### src/rtl/uart_baud_ctrl.sv
// uart_baud_ctrl
//   Baud-tick controller for the UART. It divides fast_clk by a divisor that
//   can be loaded at runtime and produces two one-cycle strobes: rx_tick, the
//   oversample strobe, and tx_tick, the bit strobe. tx_tick falls on every
//   OVERSAMPLE-th rx_tick.
//   The divisor is loaded through a valid/ready handshake. When a new divisor
//   arrives while the controller is running, it is held back until the current
//   bit finishes, so no bit is ever cut short.
//
//   Optional feature macro: UART_BAUD_FRAC_EN
//     When defined, the block gains a cfg_frac port that sets a fractional
//     divisor in 1/16 steps. A 4-bit phase accumulator lengthens some sample
//     periods by one fast_clk cycle.
//
// Ports
//   fast_clk   in   clock; all logic runs on its rising edge
//   rst_n      in   asynchronous active-low reset
//   en         in   1 = generate ticks, 0 = idle
//   cfg_valid  in   divisor update request
//   cfg_div    in   requested divisor N (fast_clk cycles per rx_tick)
//   cfg_frac   in   fractional divisor in 1/16 units (UART_BAUD_FRAC_EN only)
//   cfg_ready  out  controller can accept a configuration
//   cfg_err    out  one-cycle pulse: the accepted N was below 2 and was ignored
//   rx_tick    out  one-cycle oversample strobe
//   tx_tick    out  one-cycle bit strobe
//   busy       out  controller is not idle
//
// state | meaning
// IDLE  | ticks off; counters held at zero; a new divisor loads directly
// RUN   | ticks running on div_q
// PEND  | ticks running on the old div_q; the new divisor waits for the tx_tick
module uart_baud_ctrl #(
    parameter int DIV_W      = 16,
    parameter int OVERSAMPLE = 16,
    parameter int DEF_DIV    = 21
) (
    input  logic             fast_clk,
    input  logic             rst_n,
    input  logic             en,
    input  logic             cfg_valid,
    input  logic [DIV_W-1:0] cfg_div,
`ifdef UART_BAUD_FRAC_EN
    input  logic [3:0]       cfg_frac,
`endif
    output logic             cfg_ready,
    output logic             cfg_err,
    output logic             rx_tick,
    output logic             tx_tick,
    output logic             busy
);
    localparam int OS_W = $clog2(OVERSAMPLE);
    localparam logic [OS_W-1:0]  OS_LAST   = OS_W'(OVERSAMPLE - 1);
    localparam logic [DIV_W-1:0] DEF_DIV_V = DIV_W'(DEF_DIV);

    typedef enum logic [1:0] {IDLE, RUN, PEND} state_t;

    state_t           state_q, state_d;
    logic [DIV_W-1:0] div_q, div_d;
    logic [DIV_W-1:0] pend_q, pend_d;
    logic [DIV_W-1:0] cnt_q, cnt_d, cnt_adv;
    logic [OS_W-1:0]  os_q, os_d, os_adv;
    logic             err_q, err_d;
    logic             cfg_take, cfg_ok;
    logic [DIV_W-1:0] cnt_lim;

`ifdef UART_BAUD_FRAC_EN
    logic [3:0] frac_q, frac_d, frac_pend_q, frac_pend_d;
    logic [3:0] acc_q, acc_d, acc_adv;
    logic       ext_q, ext_d, ext_adv;
    logic [4:0] acc_sum;

    // ext_q stretches the current sample period by one cycle. N is at least 2,
    // so div_q-1+1 always fits in DIV_W bits.
    assign cnt_lim = div_q - DIV_W'(1) + DIV_W'(ext_q);
    assign acc_sum = {1'b0, acc_q} + {1'b0, frac_q};
`else
    assign cnt_lim = div_q - DIV_W'(1);
`endif

    assign cfg_ready = (state_q != PEND);
    assign busy      = (state_q != IDLE);
    assign cfg_err   = err_q;
    assign rx_tick   = (state_q != IDLE) && (cnt_q == cnt_lim);
    assign tx_tick   = rx_tick && (os_q == OS_LAST);

    assign cfg_take  = cfg_valid && cfg_ready;
    assign cfg_ok    = cfg_take && (cfg_div >= DIV_W'(2));

    // Counter advance used by both RUN and PEND when they keep counting.
    always_comb begin
        cnt_adv = cnt_q + DIV_W'(1);
        os_adv  = os_q;
`ifdef UART_BAUD_FRAC_EN
        acc_adv = acc_q;
        ext_adv = ext_q;
`endif
        if (rx_tick) begin
            cnt_adv = '0;
            os_adv  = (os_q == OS_LAST) ? '0 : os_q + OS_W'(1);
`ifdef UART_BAUD_FRAC_EN
            acc_adv = acc_sum[3:0];
            ext_adv = acc_sum[4];
`endif
        end
    end

    always_comb begin
        state_d = state_q;
        div_d   = div_q;
        pend_d  = pend_q;
        cnt_d   = cnt_adv;
        os_d    = os_adv;
        err_d   = cfg_take && !cfg_ok;
`ifdef UART_BAUD_FRAC_EN
        frac_d      = frac_q;
        frac_pend_d = frac_pend_q;
        acc_d       = acc_adv;
        ext_d       = ext_adv;
`endif
        case (state_q)
            IDLE: begin
                cnt_d = '0;
                os_d  = '0;
`ifdef UART_BAUD_FRAC_EN
                acc_d = '0;
                ext_d = 1'b0;
                if (cfg_ok) frac_d = cfg_frac;
`endif
                if (cfg_ok) div_d = cfg_div;
                if (en) state_d = RUN;
            end
            RUN: begin
                if (!en) begin
                    // The controller stops at this same edge, so the new
                    // divisor is safe to load straight away.
                    state_d = IDLE;
                    cnt_d   = '0;
                    os_d    = '0;
`ifdef UART_BAUD_FRAC_EN
                    acc_d = '0;
                    ext_d = 1'b0;
                    if (cfg_ok) frac_d = cfg_frac;
`endif
                    if (cfg_ok) div_d = cfg_div;
                end else if (cfg_ok) begin
                    state_d = PEND;
                    pend_d  = cfg_div;
`ifdef UART_BAUD_FRAC_EN
                    frac_pend_d = cfg_frac;
`endif
                end
            end
            PEND: begin
                if (!en || tx_tick) begin
                    state_d = en ? RUN : IDLE;
                    div_d   = pend_q;
                    cnt_d   = '0;
                    os_d    = '0;
`ifdef UART_BAUD_FRAC_EN
                    frac_d = frac_pend_q;
                    acc_d  = '0;
                    ext_d  = 1'b0;
`endif
                end
            end
            default: state_d = IDLE;
        endcase
    end

    always_ff @(posedge fast_clk or negedge rst_n) begin
        if (!rst_n) begin
            state_q <= IDLE;
            div_q   <= DEF_DIV_V;
            pend_q  <= '0;
            cnt_q   <= '0;
            os_q    <= '0;
            err_q   <= 1'b0;
`ifdef UART_BAUD_FRAC_EN
            frac_q      <= '0;
            frac_pend_q <= '0;
            acc_q       <= '0;
            ext_q       <= 1'b0;
`endif
        end else begin
            state_q <= state_d;
            div_q   <= div_d;
            pend_q  <= pend_d;
            cnt_q   <= cnt_d;
            os_q    <= os_d;
            err_q   <= err_d;
`ifdef UART_BAUD_FRAC_EN
            frac_q      <= frac_d;
            frac_pend_q <= frac_pend_d;
            acc_q       <= acc_d;
            ext_q       <= ext_d;
`endif
        end
    end
endmodule

### config.mk
export PLATFORM = sky130hd
export DESIGN_NAME = uart_baud_ctrl
export DESIGN_NICKNAME = d
export VERILOG_FILES = /design/src/rtl/uart_baud_ctrl.sv
export SDC_FILE = /design/constraint.sdc
export NUM_CORES = 1
export LEC_CHECK = 0
export BUFFER_PORTS_ARGS = -buffer_cell sky130_fd_sc_hd__buf_2
export CORE_MARGIN = 5
export CORE_UTILIZATION = 35
export CTS_CLUSTER_DIAMETER = 50
export DETAILED_ROUTE_END_ITERATION = 6
export HOLD_SLACK_MARGIN = 0.02
export PLACE_DENSITY = 0.54
export REMOVE_ABC_BUFFERS = 1
export SYNTH_ARGS = -nofsm -noshare
export SYNTH_HDL_FRONTEND = slang
export SYNTH_SLANG_ARGS = --single-unit
### constraint.sdc
create_clock -name fast_clk -period 5.43 [get_ports fast_clk]
set_input_delay 0.543 -clock fast_clk [delete_from_list [all_inputs] [get_ports fast_clk]]
set_output_delay 0.543 -clock fast_clk [all_outputs]
set_load 0.01 [all_outputs]
# [Word level (Yosys, flattened, before mapping)]
# Index checks and enable logic that the tools add are counted.
[totals] regBits=55 input_bits=20 out_inout_bits=5 elab_cells=52
[classes] add_sub_neg=3 magnitude_cmp=1 eq_ne=9 n_mux=19 n_reduce_logical=14
[ops] operator="16-bit 2-to-1 mux" count=6
[ops] operator="16-bit case mux with 3 select lines" count=2
[ops] operator="16-bit by 1-bit adder with 16-bit output (second input constant)" count=1
[ops] operator="16-bit == test" count=1
[ops] operator="16-bit by 2-bit greater-or-equal comparator with 1-bit output (second input constant)" count=1
[ops] operator="4-bit 2-to-1 mux" count=4
[ops] operator="16-bit by 1-bit subtractor with 16-bit output (second input constant)" count=1
[ops] operator="4-bit case mux with 3 select lines" count=1
[ops] operator="3-bit AND reduction" count=3
[ops] operator="2-bit 2-to-1 mux" count=4
[ops] operator="2-bit inequality test (second input constant)" count=4
[ops] operator="2-bit case mux with 3 select lines" count=1
[ops] operator="1-bit logical AND" count=5
[ops] operator="4-bit by 1-bit adder with 4-bit output (second input constant)" count=1
[ops] operator="4-bit == test (second input constant)" count=1
[ops] operator="3-bit inequality test (second input constant)" count=1
[ops] operator="3-bit nonzero test" count=1
[ops] operator="2-bit by 1-bit == test with 1-bit output (second input constant)" count=1
[ops] operator="2-bit == test (second input constant)" count=1
[ops] operator="1-bit zero test" count=2
[ops] operator="2-bit zero test" count=1
[ops] operator="2-bit nonzero test" count=1
[ops] operator="1-bit logical OR" count=1
[ops] operator="1-bit 2-to-1 mux" count=1

# [Depth between registers and ports, before layout]
# Gate-level depths: netlist of run 1.
[logic_depth] depth_word=7 depth_mapped=11

# [Least setup slack after synthesis of run 1]
# No wires, ideal clock.
[synth_timing] path_kind="register to output" startpoint="register div_q[0]" endpoint="output tx_tick" arrival_ns=2.296 t_required_ns=4.887 path_slack_ns=2.591 stages_incl_launch_ff=11 cell_sequence="dfstp_2 -> inv_1 -> ha_1 -> or4b_1 -> o21ai_0 -> o32a_1 -> a22oi_1 -> buf_2 -> and3b_1 -> nand3b_1 -> nor2_1"
[synth_between] elab_chain_cells=4
[synth_lines] element="from (decl)" line_no="58" rtl="logic [DIV_W-1:0] div_q, div_d;"
[synth_lines] element="from (signal assigned)" line_no="186" rtl="div_q <= div_d;"
[synth_lines] element="16-bit by 1-bit subtractor with 16-bit output" line_no="77" rtl="assign cnt_lim = div_q - DIV_W'(1);"
[synth_lines] element="16-bit == test" line_no="83" rtl="assign rx_tick = (state_q != IDLE) && (cnt_q == cnt_lim);"
[synth_lines] element="1-bit logical AND" line_no="83"
[synth_lines] element="1-bit logical AND" line_no="84" rtl="assign tx_tick = rx_tick && (os_q == OS_LAST);"
[synth_lines] element="to (decl)" line_no="48" rtl="output logic tx_tick,"
# No other way between the ends.

# [Final worst setup path of run 1]
# Ends and elaborated chain as after synthesis.

==> impl_metrics.csv, run 1 <==
group,metric,value,unit
layout,stdcell_count,577,
yosys,yosys.area_share.adder,1.33,%
floorplanning,fp.dieW,111,um
yosys,synth_top_family_by_area,"simple AND/OR/NAND/NOR gates",
clock_network,cts_tree,"built",
yosys,synth_edf_count,0,
power_and_ir_drop,ir_worst_vdd,0.000135,V
clock_network,cts_buffers,5,
yosys,syn_area_per_cell,8.31,um^2
yosys,synth_mux_area_share,5.64,%
flow_run,maxCapViolCount,0,
layout,finalNetCount,466,
sta,clock_skew,8.38,ps
clock_network,cts-resized-gates,0,
sta,min_period,3510,ps
sta,final-hold-violation-count,0,
yosys,synth_xor_area_share,6.86,%
grt,grt-ovfl-total,0,
yosys,synthCells,430,
sta,tightest_slew,735,ps
floorplanning,io_pins,25,
worst_setup_path,cp_cell_sequence,"inv_1, ha_1, or4b_1, o21ai_0, o32a_1, a22oi_1, buf_4, and3b_1, nand3b_1, nor2_1, buf_2",
yosys,synth_compound_gate_area_share,13.5,%
floorplanning,die-area,12300,um^2
worst_setup_path,cpMaxStageDelayCell,"dfstp_2",
place,dp_cells,569,
routing,routedWlPerCell,14.7,um
floorplanning,core_area,9860,um^2
place,gp_congestion,0.818,
clock_network,ctsLongestPathBuffers,2,
floorplanning,die_y,111,um
worst_hold_path,hold_path_class,"in2async",
grt,grt.total_usage,13.9,%
worst_setup_path,start_kind,"register",
layout,area_growth,9.42,%
floorplanning,start_util,36.2,%
power_and_ir_drop,power.density,276,nW/um^2
yosys,synthesis.area,3570,um^2
clock_network,cts_hold_buf,0,
routing,ant_nets,0,
place,io_buffers,24,
layout,drive_gt1_share,13.3,%
worst_setup_path,timing.setup.critical_path_class,"reg2out",
sta,slew-limit-headroom,51.0,%
yosys,synth_top_area_cell,"dfrtp_1",
routing,drcViolationCount,0,
worst_setup_path,critPathCaptureType,"output pin",
routing,avgViaCountPerCell,5.23,
routing,firstDrtPassIters,4,
worst_setup_path,crit_fanout,21,
grt,grt_pass1_wl,14.3,mm
sta,rsz0062_at_grt,"false",
routing,drtIter0Drc,102,
sta,finalSetupViolations,0,
grt,grt_pass1_vias,2836,
clock_network,cts_setup_buffers,0,
yosys,yosysSeqAreaShare,38.6,%
worst_setup_path,cp_data_arrival_time,2970,ps
yosys,async_flop_share,100,%
yosys,synth_ff_type,"dfrtp_1",
yosys,yosys_warnings,0,
layout,num_antenna_cells,0,
worst_setup_path,max_stage_delay,590,ps
sta,holdWs,349,ps
floorplanning,rows,36,
yosys,netlist.area_leader.share,36.4,%
clock_network,cts_root_buf,"clkbuf_8",
yosys,yosysMostFrequentCell,"nand2_1",
worst_setup_path,cp.required,4890,ps
place,dp_hpwl,5.93,mm
clock_network,clk_latency,330,ps
grt,grt_max_degree,56,
yosys,synth_common_cells,"nand2_1 (69), dfrtp_1 (52), nor2_1 (43)",
yosys,yosys-top-cells-area,"dfrtp_1 (36%), nand2_1 (7.2%), mux2i_1 (5.3%)",
routing,vias,3015,
grt,antenna_found_initial,0,
clock_network,cts_sinks,55,
routing,drt-total-wl,8.50,mm
sta,fmax,0.285,GHz
yosys,synth_simple_gate_area_share,29.9,%
yosys,synth-seq-cells,55,
clock_network,path_clk_slew,110,ps
power_and_ir_drop,power.leakage,1.59,nW
clock_network,htree_levels,2,
sta,drv_slew,0,
sta,fin_crit_sh,64.6,%
outcome,status,"finished, final reports clean",
yosys,ys_types,56,
sta,setup_tns,0,ps
final timing paths:
kind | cells past startpoint | start | endpoint | slack [ps]
worst min register to register | 2 | pend_q[7]$_DFFE_PN0P_ | pend_q[7]$_DFFE_PN0P_ | 480
worst max-delay path | 11 | div_q[0]$_DFFE_PN1P_ | tx_tick | 1920
max in group asynchronous | 2 | rst_n | div_q[10]$_DFFE_PN0P_ | 4590
min in group fast_clk | 3 | cfg_div[0] | pend_q[0]$_DFFE_PN0P_ | 410
worst min-delay path | 2 | rst_n | cnt_q[5]$_DFF_PN0_ | 350
worst max register to register | 9 | div_q[0]$_DFFE_PN1P_ | cnt_q[13]$_DFF_PN0_ | 2100
power by group:
group          internal, mW  total, mW  switching (mW)
sequential            0.477      0.551          0.0738
clock                0.0929      0.242           0.149
combinational         0.124      0.286           0.162
total                 0.693       1.08           0.385
layout make-up:
type	count	area, um^2
inverter	12	45.0
timing repair buffer	31	173
multi-input combinational	338	2050
clock buffer	5	68.8
clock inverter	3	22.5
fill	1003	5950
sequential	55	1380
tap	133	166
cells by family after synthesis:
kind of cell | after synthesis
xor+xnor | 28
simple gates | 214
buf+inv | 37
compound gates | 72
mux | 20
fa+ha+maj | 4
flops | 55
registers in the layout, summed over array words and instances (netlist names):
name and cells:
os_q 4, cfg_err 1, cnt_q 16, state_q 2
div_q 16, pend_q 16
per-stage QoR:
step	instance area, um^2	power [mW]	util, %	worst slack (ps)
floorplan	3470	0.753	-	1710
global placement	3820	0.837	38.7	2190
detailed placement	3820	0.845	38.7	2090
CTS	3910	1.09	39.6	1890
global route	3910	1.15	39.6	1640
finish	3910	1.08	39.6	1920
cell usage in the layout (no fill, tap or decap), types with 4 or more instances in the layout:
master,Yosys,final
a21oi_1,16,15
and3_1,6,6
buf_2,4,24
buf_4,1,7
clkbuf_8,0,5
dfrtp_1,52,52
inv_1,11,11
mux2i_1,19,19
nand2_1,69,69
nand3_1,33,33
nand4_1,22,22
nor2_1,43,42
nor3_1,8,8
nor3b_1,4,4
nor4_1,7,7
o21a_1,14,14
o21ai_0,19,19
o21ba_2,4,4
xnor2_1,12,12
xor2_1,16,16
layer usage:
| layer | track usage [%] | up-vias | share of wire (%) |
|---|---|---|---|
| met5 | 0 | - | 0 |
| li1 | - | 1551 | - |
| met4 | 3.16 | 0 | 0.93 |
| met3 | 1.91 | 7 | 3.0 |
| met1 | 19.9 | 1415 | 50 |
| met2 | 22.2 | 42 | 46 |
worst max-delay path: cells and delay by family (launching register included):
kind,cells,cell delay [ps]
AND/OR/NAND/NOR,4,670
flip-flops,1,590
buffers and inverters,3,480
adder cells (fa/ha/maj),1,240
AO/OA/AOI/OAI,3,650
Power figures use the tool's default switching activity.
==> run 2: changes to the inputs <==
==> constraint.sdc (replaced) <==
create_clock -name fast_clk -period 3.52 [get_ports fast_clk]
set_input_delay 0.352 -clock fast_clk [delete_from_list [all_inputs] [get_ports fast_clk]]
set_output_delay 0.352 -clock fast_clk [all_outputs]
set_load 0.01 [all_outputs]
==> run 2 against run 1 <==
Non-clock buffer count grew 4. Core utilization grew 0.30 points. Worst hold slack lost 220 ps. Wire length shrank 0.94%. Final area grew 0.77%. Critical path type unchanged. Critical endpoint unchanged. Highest routed layer unchanged.
==> impl_metrics.csv, run 2 (same netlist as run 1, synthesis figures left out) <==
group,metric,value,unit
outcome,status,"finished, final reports clean",
layout,layout_common_cells,"nand2_1 (69), dfrtp_1 (52), nor2_1 (42)",
sta,finalSetupViolations,0,
clock_network,cts-resized-gates,0,
layout,top_regs,"cnt_q (16), div_q (16), pend_q (16)",
routing,ant_nets,0,
clock_network,cts_sinks,55,
clock_network,path_clk_slew,100,ps
layout,final_common_cell,"nand2_1",
place,dp_hpwl,6.14,mm
sta,drv_slew,0,
sta,min_period,3200,ps
floorplanning,die_y,111,um
clock_network,clk_latency,310,ps
worst_setup_path,cp_cell_sequence,"inv_1, ha_1, nor4b_4, xnor2_1, or4_1, a221oi_2, and3b_1, nand3b_1, nor2_1, buf_2",
layout,drive_gt1_share,13.8,%
grt,antenna_found_initial,0,
sta,clock_skew,7.23,ps
worst_setup_path,cp_data_arrival_time,2850,ps
clock_network,htree_levels,2,
worst_setup_path,timing.setup.critical_path_class,"reg2out",
grt,grt_pass1_vias,2962,
grt,grt_max_degree,36,
sta,setup_tns,0,ps
sta,fin_crit_sh,90.9,%
clock_network,cts_tree,"built",
routing,avgViaCountPerCell,5.34,
sta,fmax,0.312,GHz
clock_network,cts_hold_buf,0,
floorplanning,start_util,36.2,%
place,place_area,3850,um^2
power_and_ir_drop,ir_worst_vdd,0.000192,V
routing,drtIter0Drc,198,
floorplanning,fp.dieW,111,um
routing,firstDrtPassIters,5,
worst_hold_path,hold_path_class,"in2async",
routing,drt-total-wl,8.42,mm
worst_setup_path,crit_fanout,5,
floorplanning,rows,36,
grt,grt.total_usage,14.1,%
sta,slew-limit-headroom,36.2,%
flow_run,maxCapViolCount,0,
worst_setup_path,cpMaxStageDelayCell,"dfstp_2",
sta,tightest_slew,957,ps
power_and_ir_drop,power.density,426,nW/um^2
worst_setup_path,cp_num_buf_inv,2,
layout,ff_latch_area,1380,um^2
clock_network,ctsLongestPathBuffers,2,
floorplanning,io_pins,25,
clock_network,cts_buffers,5,
layout,design_area,3940,um^2
power_and_ir_drop,power.leakage,1.61,nW
worst_setup_path,critPathCaptureType,"output pin",
sta,holdWs,127,ps
clock_network,cts_root_buf,"clkbuf_8",
place,io_buffers,24,
worst_setup_path,max_stage_delay,580,ps
routing,routedWlPerCell,14.5,um
sta,final-hold-violation-count,0,
worst_setup_path,start_kind,"register",
layout,multi_input_area,2050,um^2
grt,grt_pass1_wl,14.5,mm
routing,vias,3101,
layout,finalNetCount,470,
floorplanning,core_area,9860,um^2
grt,grt-ovfl-total,0,
layout,fillCellCount,1006,
layout,num_antenna_cells,0,
clock_network,cts_setup_buffers,0,
worst_setup_path,cp.required,3170,ps
routing,drcViolationCount,0,
floorplanning,die-area,12300,um^2
layout,area_growth,10.3,%
sta,rsz0062_at_grt,"false",
worst_setup_path,path_delay_family,"simple AND/OR/NAND/NOR gates",
place,gp_congestion,0.840,
==> run 2: changes by cell type in the layout (fill, tap and decap cells not counted), sizes merged <==
cell | previous run | this run
buf | 31 | 35
clkbuf | 5 | 7
clkinv | 3 | 2
inv | 12 | 11
==> run 2: per-layer routing <==
| layer | vias to the layer above | part of all wire (%) | track usage [%] |
|---|---|---|---|
| li1 | 1548 | - | - |
| met1 | 1463 | 49 | 19.9 |
| met2 | 81 | 46 | 22.7 |
| met3 | 9 | 3.6 | 1.75 |
| met4 | 0 | 1.1 | 3.65 |
| met5 | - | 0 | 0 |
==> run 2: final timing paths <==
kind	slack, ps	cells past startpoint	start	to
worst min-delay path	130	1	rst_n	cnt_q[3]$_DFF_PN0_
worst max-delay path	320	10	div_q[0]$_DFFE_PN1P_	tx_tick
worst min register to register	480	2	pend_q[7]$_DFFE_PN0P_	pend_q[7]$_DFFE_PN0P_
min in group fast_clk	240	3	cfg_div[0]	pend_q[0]$_DFFE_PN0P_
max in group asynchronous	2610	2	rst_n	div_q[9]$_DFFE_PN0P_
worst max register to register	530	10	div_q[0]$_DFFE_PN1P_	div_q[1]$_DFFE_PN0P_
==> run 2: stage by stage <==
step | worst slack, ps | power, mW | utilization, % | instances
after global placement | 610 | 1.30 | 39.0 | 573
after floorplan | -75.8 | 1.16 | - | 405
after CTS | 277 | 1.70 | 39.9 | 581
after global routing | 80.8 | 1.80 | 39.9 | 581
after detailed placement | 544 | 1.31 | 39.0 | 573
final | 319 | 1.68 | 39.9 | 581
==> run 2: final cells by class <==
class / count / share of cell area [%]
clock buffer: 7 / 2.19
sequential: 55 / 35.0
inverter: 12 / 1.14
tap: 133 / 4.22
timing repair buffer: 35 / 5.14
multi-input combinational: 338 / 52.1
clock inverter: 1 / 0.127
==> run 2: power breakdown <==
part	switching (mW)	internal, mW
sequential	0.117	0.736
combinational	0.253	0.195
clock	0.217	0.160
total	0.587	1.09
==> run 2: worst reg2reg max path: stages (launching register included) <==
cell	delay, ps
dfstp_2	580
inv_1	70
ha_1	240
nor4b_4	160
xnor2_1	130
or4_1	420
a221oi_2	340
nand2_2	260
buf_4	280
nor2_1	270
o21ba_2	190
==> run 3: changes to the inputs <==
--- a/config.mk
+++ b/config.mk
@@ -5,10 +5,11 @@
 export SDC_FILE = /design/constraint.sdc
 export NUM_CORES = 1
 export LEC_CHECK = 0
-export BUFFER_PORTS_ARGS = -buffer_cell sky130_fd_sc_hd__buf_2
+export BUFFER_PORTS_ARGS = -buffer_cell sky130_fd_sc_hd__clkbuf_2
 export CORE_MARGIN = 5
 export CORE_UTILIZATION = 35
 export CTS_CLUSTER_DIAMETER = 50
+export CTS_CLUSTER_SIZE = 14
 export DETAILED_ROUTE_END_ITERATION = 6
 export HOLD_SLACK_MARGIN = 0.02
 export PLACE_DENSITY = 0.54
==> run 3 against run 2 <==
Non-clock buffer count shrank 1. Clock skew grew 7.7 ps. Global-route usage shrank 0.085 points. Combinational power shrank 0.9%. Clock power grew 5.6%. Final area is essentially flat. Critical path depth is the same. Via count shrank 3.5%. Wire length grew 0.14%. Critical path type unchanged. Critical endpoint unchanged. Largest cell class unchanged.
==> impl_metrics.csv, run 3 (same netlist as run 1, synthesis figures left out) <==
group,metric,value,unit
routing,drt-total-wl,8.44,mm
floorplanning,die_y,111,um
floorplanning,io_pins,25,
flow_run,maxCapViolCount,0,
floorplanning,rows,36,
routing,routedWlPerCell,14.5,um
routing,avgViaCountPerCell,5.16,
worst_setup_path,cp_data_arrival_time,2900,ps
power_and_ir_drop,power.leakage,1.61,nW
sta,setup_tns,0,ps
routing,vias,2993,
clock_network,cts_setup_buffers,0,
power_and_ir_drop,power.density,430,nW/um^2
layout,area_growth,10.3,%
worst_hold_path,hold_path_class,"in2async",
sta,fin_crit_sh,92.3,%
power_and_ir_drop,power_frac_clock,23.5,%
grt,grt-ovfl-total,0,
clock_network,cts_root_buf,"clkbuf_8",
power_and_ir_drop,p_int,1.09,mW
worst_setup_path,cpMaxStageDelayCell,"dfstp_2",
power_and_ir_drop,seqPwrFrac,50.3,%
routing,firstDrtPassIters,4,
routing,drtIter0Drc,176,
clock_network,cts_buffers,5,
floorplanning,core_area,9860,um^2
sta,rsz0062_at_grt,"false",
grt,grt_pass1_vias,2870,
floorplanning,start_util,36.2,%
clock_network,cts-resized-gates,0,
place,io_buffers,24,
clock_network,cts_hold_buf,0,
clock_network,clk_latency,320,ps
worst_setup_path,crit_fanout,5,
grt,grt_pass1_wl,14.5,mm
grt,grt.total_usage,14.0,%
place,place_area,3840,um^2
worst_setup_path,worstReg2RegStart,"div_q[0]$_DFFE_PN1P_",
clock_network,path_clk_slew,110,ps
worst_setup_path,timing.setup.critical_path_class,"reg2out",
worst_setup_path,cp_cell_sequence,"inv_1, ha_1, nor4b_4, xnor2_1, or4_1, a221oi_2, and3b_1, nand3b_1, nor2_1, clkbuf_2",
outcome,status,"finished, final reports clean",
worst_setup_path,r2r_slack,550,ps
layout,finalNetCount,469,
floorplanning,fp.dieW,111,um
sta,clock_skew,14.9,ps
worst_setup_path,start_kind,"register",
power_and_ir_drop,p_switching,600,uW
power_and_ir_drop,combPwrFrac,26.2,%
layout,drive_gt1_share,13.9,%
layout,design_area,3940,um^2
sta,tightest_slew,921,ps
layout,final_common_cell,"nand2_1",
power_and_ir_drop,p_total,1.69,mW
clock_network,htree_levels,2,
power_and_ir_drop,ir_worst_vdd,0.000198,V
sta,final-hold-violation-count,0,
sta,min_period,3250,ps
clock_network,cts_tree,"built",
power_and_ir_drop,swShare,35.4,%
place,dp_cells,572,
grt,grt_max_degree,36,
worst_setup_path,critPathCaptureType,"output pin",
sta,drv_slew,0,
worst_setup_path,timing.rr.end,"div_q[12]$_DFFE_PN0P_",
floorplanning,die-area,12300,um^2
sta,slew-limit-headroom,38.6,%
sta,finalSetupViolations,0,
place,gp_congestion,0.866,
worst_setup_path,cp.required,3170,ps
sta,fmax,0.308,GHz
grt,antenna_found_initial,0,
layout,num_antenna_cells,0,
clock_network,ctsLongestPathBuffers,2,
layout,stdcell_count,580,
place,dp_hpwl,6.09,mm
routing,ant_nets,0,
clock_network,cts_sinks,55,
worst_setup_path,r2r_cells,10,
layout,top_regs,"cnt_q (16), div_q (16), pend_q (16)",
layout,layout_common_cells,"nand2_1 (69), dfrtp_1 (52), nor2_1 (42)",
worst_setup_path,max_stage_delay,590,ps
routing,drcViolationCount,0,
[run 3: critical path, delay by kind of cell (launching register included)]
family                     cells  cell delay, ps
and+or+nand+nor                5            1060
DFF                            1             590
AOI/OAI and AO/OA              1             360
adders and majority gates      1             230
buffers and inverters          2             210
xor gates and xnor gates       1             130
[run 3: through the flow]
stage | setup WS [ps] | hold slack (ps) | util, %
detailed placement | 561 | 462 | 38.9
floorplan | -75.8 | 56.4 | -
finish | 272 | 153 | 40.0
global route | 42.5 | 223 | 40.0
CTS | 237 | 192 | 40.0
global placement | 621 | 457 | 38.9
[run 3: final cells by class]
cell class / instances / area (um^2)
Fill cell: 993 / 5920
Multi-Input combinational cell: 338 / 2050
Sequential cell: 55 / 1380
Timing Repair Buffer: 34 / 195
Tap cell: 133 / 166
Clock buffer: 6 / 82.6
Inverter: 12 / 45.0
Clock inverter: 2 / 17.5
[run 3: routing by layer]
layer  global-route usage, %  vias to the layer above  routed length, um
met5                       0                        -                  0
li1                        -                     1548                  -
met2                    22.1                       46               3880
met3                    2.46                        2                233
met1                    20.0                     1397               4280
met4                    2.92                        0                 48
[run 3: how the worst max path moves through the flow]
stage,from,endpoint
floorplan,state_q[1]$_DFFE_PN0P_,div_q[12]$_DFFE_PN0P_
global placement,div_q[0]$_DFFE_PN1P_,div_q[12]$_DFFE_PN0P_
detailed placement,div_q[0]$_DFFE_PN1P_,div_q[12]$_DFFE_PN0P_
CTS,div_q[0]$_DFFE_PN1P_,tx_tick
global route,div_q[0]$_DFFE_PN1P_,tx_tick
finish,div_q[0]$_DFFE_PN1P_,tx_tick
[run 3: power groups by stage]
| stage | combinational (mW) | clock [mW] | sequential [mW] |
|---|---|---|---|
| 2_1_floorplan | 0.330 | 0 | 0.831 |
| 3_3_place_gp | 0.438 | 0 | 0.859 |
| 3_5_place_dp | 0.446 | 0 | 0.864 |
| 4_1_cts | 0.448 | 0.414 | 0.851 |
| 5_1_grt | 0.506 | 0.436 | 0.872 |
| 6_report | 0.444 | 0.397 | 0.852 |
